## src/rtl/arb_pkg.sv

```systemverilog
// Shared types and helpers for the grant-lock stage and its one-hot encoder.
package arb_pkg;

  localparam int DEF_NUM_PORTS = 8;
  localparam int MAX_PORTS     = 64;

  typedef enum logic {
    IDLE = 1'b0,
    BUSY = 1'b1
  } state_e;

  // Callers zero-extend their vector to MAX_PORTS bits.
  function automatic logic is_onehot(input logic [MAX_PORTS-1:0] v);
    return (v != '0) && ((v & (v - 64'd1)) == '0);
  endfunction

endpackage

```

## src/rtl/arb_onehot_enc.sv

```systemverilog
// One-hot to binary encoder; an all-zero input encodes to 0.
module arb_onehot_enc #(
  parameter int NUM_PORTS = 8
) (
  input  logic [NUM_PORTS-1:0]         onehot_i,
  output logic [$clog2(NUM_PORTS)-1:0] idx_o
);

  localparam int IW = $clog2(NUM_PORTS);

  always_comb begin
    idx_o = '0;
    for (int i = 0; i < NUM_PORTS; i++) begin
      if (onehot_i[i]) idx_o = idx_o | IW'(i);
    end
  end

endmodule

```

## src/rtl/arb_gnt_lock.sv

```systemverilog
// Registered grant lock behind a combinational fixed-priority arbiter, with a
// hold timeout that masks the expired owner from the next arbitration round.
// Handshake: there is no valid/ready pair; a grant is live exactly while
// gnt_valid_o is high, and release_i is a single-cycle pulse honoured only in BUSY.
module arb_gnt_lock
  import arb_pkg::*;
#(
  parameter int NUM_PORTS = DEF_NUM_PORTS,
  parameter int MAX_HOLD  = 16
) (
  input  logic                         clk_i,
  input  logic                         rst_ni,
  input  logic [NUM_PORTS-1:0]         req_i,
  output logic [NUM_PORTS-1:0]         arb_req_o,
  input  logic [NUM_PORTS-1:0]         arb_gnt_i,
  input  logic                         release_i,
  output logic [NUM_PORTS-1:0]         gnt_o,
  output logic [$clog2(NUM_PORTS)-1:0] gnt_idx_o,
  output logic                         gnt_valid_o,
  output logic                         err_o,
  output logic                         dbg_state_o
);

  localparam int CW = (MAX_HOLD > 0) ? $clog2(MAX_HOLD + 1) : 1;
  localparam logic [CW-1:0] HOLD_LAST = CW'((MAX_HOLD > 0) ? MAX_HOLD - 1 : 0);

  state_e                         state;
  logic [NUM_PORTS-1:0]           mask;
  logic [NUM_PORTS-1:0]           masked_req;
  logic [NUM_PORTS-1:0]           cand;
  logic [$clog2(NUM_PORTS)-1:0]   cand_idx;
  logic [CW-1:0]                  hold_cnt;
  logic                           owner_req;
  logic                           timeout;

  // A lone requester bypasses the mask so it is never starved by itself.
  assign masked_req = req_i & ~mask;
  assign arb_req_o  = (|masked_req) ? masked_req : req_i;
  assign cand       = arb_gnt_i & arb_req_o;
  assign owner_req  = |(req_i & gnt_o);
  assign timeout    = (MAX_HOLD != 0) && (hold_cnt == HOLD_LAST);
  assign dbg_state_o = (state == BUSY);

  arb_onehot_enc #(.NUM_PORTS(NUM_PORTS)) u_enc (
    .onehot_i (cand),
    .idx_o    (cand_idx)
  );

  always_ff @(posedge clk_i or negedge rst_ni) begin
    if (!rst_ni) begin
      state       <= IDLE;
      gnt_o       <= '0;
      gnt_idx_o   <= '0;
      gnt_valid_o <= 1'b0;
      err_o       <= 1'b0;
      mask        <= '0;
      hold_cnt    <= '0;
    end else begin
      case (state)
        IDLE: begin
          if (|cand) begin
            if (is_onehot(MAX_PORTS'(cand))) begin
              state       <= BUSY;
              gnt_o       <= cand;
              gnt_idx_o   <= cand_idx;
              gnt_valid_o <= 1'b1;
              mask        <= '0;
              hold_cnt    <= '0;
            end else begin
              err_o <= 1'b1;
            end
          end
        end
        BUSY: begin
          if (hold_cnt != '1) hold_cnt <= hold_cnt + CW'(1);
          if (timeout || !owner_req || release_i) begin
            state       <= IDLE;
            gnt_o       <= '0;
            gnt_idx_o   <= '0;
            gnt_valid_o <= 1'b0;
            // Timeout wins over a coincident drop/release for the mask.
            mask        <= timeout ? gnt_o : '0;
          end
        end
        default: state <= IDLE;
      endcase
    end
  end

endmodule
```

## config.mk

```make
export PLATFORM = sky130hd
export DESIGN_NAME = arb_gnt_lock
export DESIGN_NICKNAME = d
export VERILOG_FILES = /design/src/rtl/arb_pkg.sv /design/src/rtl/arb_onehot_enc.sv /design/src/rtl/arb_gnt_lock.sv
export SDC_FILE = /design/constraint.sdc
export NUM_CORES = 1
export LEC_CHECK = 0
export ABC_AREA = 1
export ABC_CLOCK_PERIOD_IN_PS = 2800
export BUFFER_PORTS_ARGS = -buffer_cell sky130_fd_sc_hd__buf_2
export CELL_PAD_IN_SITES_DETAIL_PLACEMENT = 1
export CELL_PAD_IN_SITES_GLOBAL_PLACEMENT = 2
export CORE_ASPECT_RATIO = 0.75
export CORE_MARGIN = 4
export CORE_UTILIZATION = 25
export DETAILED_ROUTE_END_ITERATION = 6
export PLACE_DENSITY_LB_ADDON = 0.1
export SLEW_MARGIN = 10
export SYNTH_ARGS = -nofsm -noshare
export SYNTH_HDL_FRONTEND = slang
export SYNTH_HIERARCHICAL = 1
export SYNTH_SLANG_ARGS = --single-unit
```

## constraint.sdc

```tcl
create_clock -name clk_i -period 2.8 [get_ports clk_i]
set_clock_uncertainty 0.15 [all_clocks]
set_input_delay 0.56 -clock clk_i [delete_from_list [all_inputs] [get_ports clk_i]]
set_output_delay 0.56 -clock clk_i [all_outputs]
set_load 0.01 [all_outputs]
```

==> results.json <==
{
  "layout-drive-gt1-share_pct": 45.7,
  "final_setup_slack_of_the_worst_path_ns": 0.419,
  "grt_util_all_layers_pct": 14.1,
  "internal_power_uw": 764,
  "synth_top_cell_by_area": "dfrtp_1",
  "syn_area_per_cell_um2": 7.82,
  "final_net_count": 303,
  "finalSetupTns_ns": 0,
  "sw_frac_of_total_pct": 39.1,
  "criticalPathCategory": "flop to primary output",
  "port_buffers": 40,
  "length_of_the_first_detailed_routing_pass_in_iterations": 4,
  "timing_max_transition_violations_final": 0,
  "path_common_cell": "nand2_2",
  "postLayoutCellArea_um2": 2230,
  "drt_iter0_markers": 67,
  "ff2ff_setup_slack_ns": 0.42,
  "reg2reg_to": "gnt_valid_o",
  "maximum_number_of_pins_on_one_net_before_global_route_repair": 28,
  "areaGrowthSynthToFinish_pct": 19.9,
  "floorplan.die.height_um": 82.7,
  "cts_repair_resize_count": 0,
  "synth_sequential_area_ratio_pct": 36.3,
  "core_region_area_um2": 7030,
  "cts_inserted_buffers": 3,
  "synth_cell_types": 29,
  "cts_sink_cnt": 27,
  "vias": 1569,
  "synth.cells.most_frequent": "nand2_2, nand2_1, dfrtp_1",
  "via_count_of_the_first_global_routing_pass": 1768,
  "floorplan.die.width_um": 108,
  "power_density_nw_per_um2": 563,
  "wl_final_um": 5540,
  "worstSetupStartpointType": "flop",
  "post-place-ws_ns": 0.165,
  "crit_path_end_kind": "primary output",
  "grt_remaining_overflow": 0,
  "synth_cells": 238,
  "fp.dieArea_um2": 8910,
  "number_of_top_level_design_ports": 41,
  "cts-hold-fix-buffers": 0,
  "mappedNetlistArea_um2": 1860,
  "grt_pass1_wl_um": 9520,
  "power.share.clock_pct": 18.4,
  "reg2regPathDepth": 19,
  "report.final.hold_viol_count": 0,
  "asyncSetResetFlopFracSynth_pct": 100,
  "diodes": 0,
  "start_util_pct": 26.5,
  "ctsRootBufferMaster": "clkbuf_8",
  "slew_headroom_pct": 55.4,
  "cts_tree": "done",
  "status": "completed",
  "synth_enable_flop_cells": 0,
  "total_switching_power_uw": 492,
  "cp.required_ns": 2.09,
  "drv_cap": 0,
  "most_utilized_layer_in_the_global_route_result": "met2",
  "r2r-start": "mask[0]",
  "ys_top_cells_by_area": "dfrtp_1, nand2_2, nand2_1",
  "avgViaCountPerCell": 4.15,
  "seq_power_share_pct": 42.5,
  "htree_levels": 1,
  "final.min_clock_period_ns": 2.38,
  "share_comb_of_total_power_pct": 39.1,
  "total_number_of_yosys_warnings": 6,
  "grt_setup_unrepaired": "false",
  "fmax_mhz": 420,
  "cpPeakStageDelay_ns": 0.38,
  "timing.hold.worst.class": "input pin to async pin",
  "setup_violations_final": 0,
  "yosys.cell_count.top_type": "nand2_2",
  "cp_data_arrival_time_ns": 1.67,
  "synth_nets": 260,
  "finalCritPeriodShare_pct": 85.0,
  "place_congestion": 0.789,
  "synth.top_cell.area_share_pct": 36.3,
  "post-cts-setup-buffers": 0,
  "ys_dominant_reg_cell": "dfrtp_1",
  "timing_worst_slew_pin_value_ns": 0.669,
  "route.antenna.remaining_nets": 0,
  "postSynthRegisterBits": 27,
  "cp_cell_sequence": "inv_1 -> nand2_2 -> nand2_2 -> nor2_4 -> nand2_4 -> inv_2 -> nand2_1 -> nand2_2 -> buf_2",
  "gr-usage-met2_pct": 21.0,
  "clk_latency_ns": 0.28,
  "groute.layer.met3.usage_pct": 3.89,
  "dp.final_hpwl_um": 4540,
  "std_cell_rows": 26,
  "timing.critical_path.slowest_stage_cell": "dfrtp_1",
  "wire_per_inst_um": 14.7,
  "grt.met1_usage_pct": 20.3,
  "antenna_found_initial": 0,
  "remaining_drc_errors": 0,
  "static-leakage-power_nw": 1.24,
  "placedInstanceArea_um2": 2190,
  "clkTransAtPathRegs_ns": 0.09,
  "critPathMaxFanout": 12,
  "worst_ir_drop_vdd_v": 0.000213,
  "clock_path_buffers": 2
}
[logic make-up after synthesis]
| kind of cell | Yosys count | share of synthesized area, % |
|---|---|---|
| compound gates | 10 | 3.29 |
| xor+xnor | 1 | 0.471 |
| fa+ha+maj | 3 | 2.02 |
| buf+inv | 39 | 10.0 |
| flops | 27 | 36.3 |
| simple gates | 158 | 47.9 |
[worst max-delay path by stage]
stage / end / cells past startpoint / start
after floorplan: gnt_valid_o / 16 / req_i[4]
after global placement: gnt_valid_o / 19 / req_i[0]
after detailed placement: gnt_valid_o / 19 / req_i[3]
after CTS: arb_req_o[6] / 9 / mask[2]
after global routing: gnt_o[6] / 19 / mask[3]
final: arb_req_o[6] / 9 / mask[3]
[metal layers]
metal	share of wire, %	routed length [um]
met5	0	0
met4	0.92	51
met3	4.7	259
met2	41	2270
met1	53	2960
[state kept, by name, indices dropped and copies added, names as in the netlist]
register	flops
mask	8
gnt_o	8
hold_cnt	5
gnt_valid_o	1
gnt_idx_o	3
dbg_state_o	1
err_o	1
[final cells by class]
type | count | area (um^2)
flip-flops and latches | 27 | 676
well taps | 98 | 123
fillers | 899 | 4790
clock buffers | 4 | 45.0
multi-input cells | 172 | 1000
repair buffers | 43 | 248
inverters | 34 | 141
[per-stage QoR]
step / std cells / hold WS (ns) / power, mW / utilization (%)
6_report: 378 / 0.154 / 1.26 / 31.8
5_1_grt: 378 / 0.193 / 1.37 / 31.8
4_1_cts: 378 / 0.172 / 1.29 / 31.8
3_5_place_dp: 374 / 0.317 / 1.05 / 31.1
3_3_place_gp: 374 / 0.308 / 1.05 / 31.1
2_1_floorplan: 238 / 0.114 / 0.843 / -
[placed cells by master, fill, tap and decap left out]
cell      count
nand2_2      56
nand2_1      46
buf_2        40
dfrtp_1      27
inv_1        26
nand3_1      23
nor2_1       10
nand3_2       8
inv_2         6
o21ai_0       6
nand2_4       3
nor2_2        3
ha_1          3
clkbuf_8      3
nor2_4        2
a221oi_1      2
buf_12        2
clkinv_1      1
nand3_4       1
nand3b_1      1
o21ai_1       1
bufinv_8      1
nand4_2       1
nand4_1       1
a22o_1        1
nor3_1        1
xor2_1        1
or3_1         1
or2_2         1
clkbuf_1      1
buf_4         1
[critical path: cells and delay by family (launching register included)]
kind / cells / cell delay, ns
buffers and inverters: 3 / 0.34
DFF: 1 / 0.38
and+or+nand+nor: 6 / 0.67
[power by group through the flow]
stage	Sequential [mW]	Combinational [mW]	Clock, mW
after global placement	0.547	0.499	0
after CTS	0.538	0.506	0.249
after detailed placement	0.546	0.502	0
final	0.534	0.491	0.231
after floorplan	0.550	0.293	0
after global routing	0.547	0.558	0.268
Note: power is estimated with default switching activity, not from simulation.
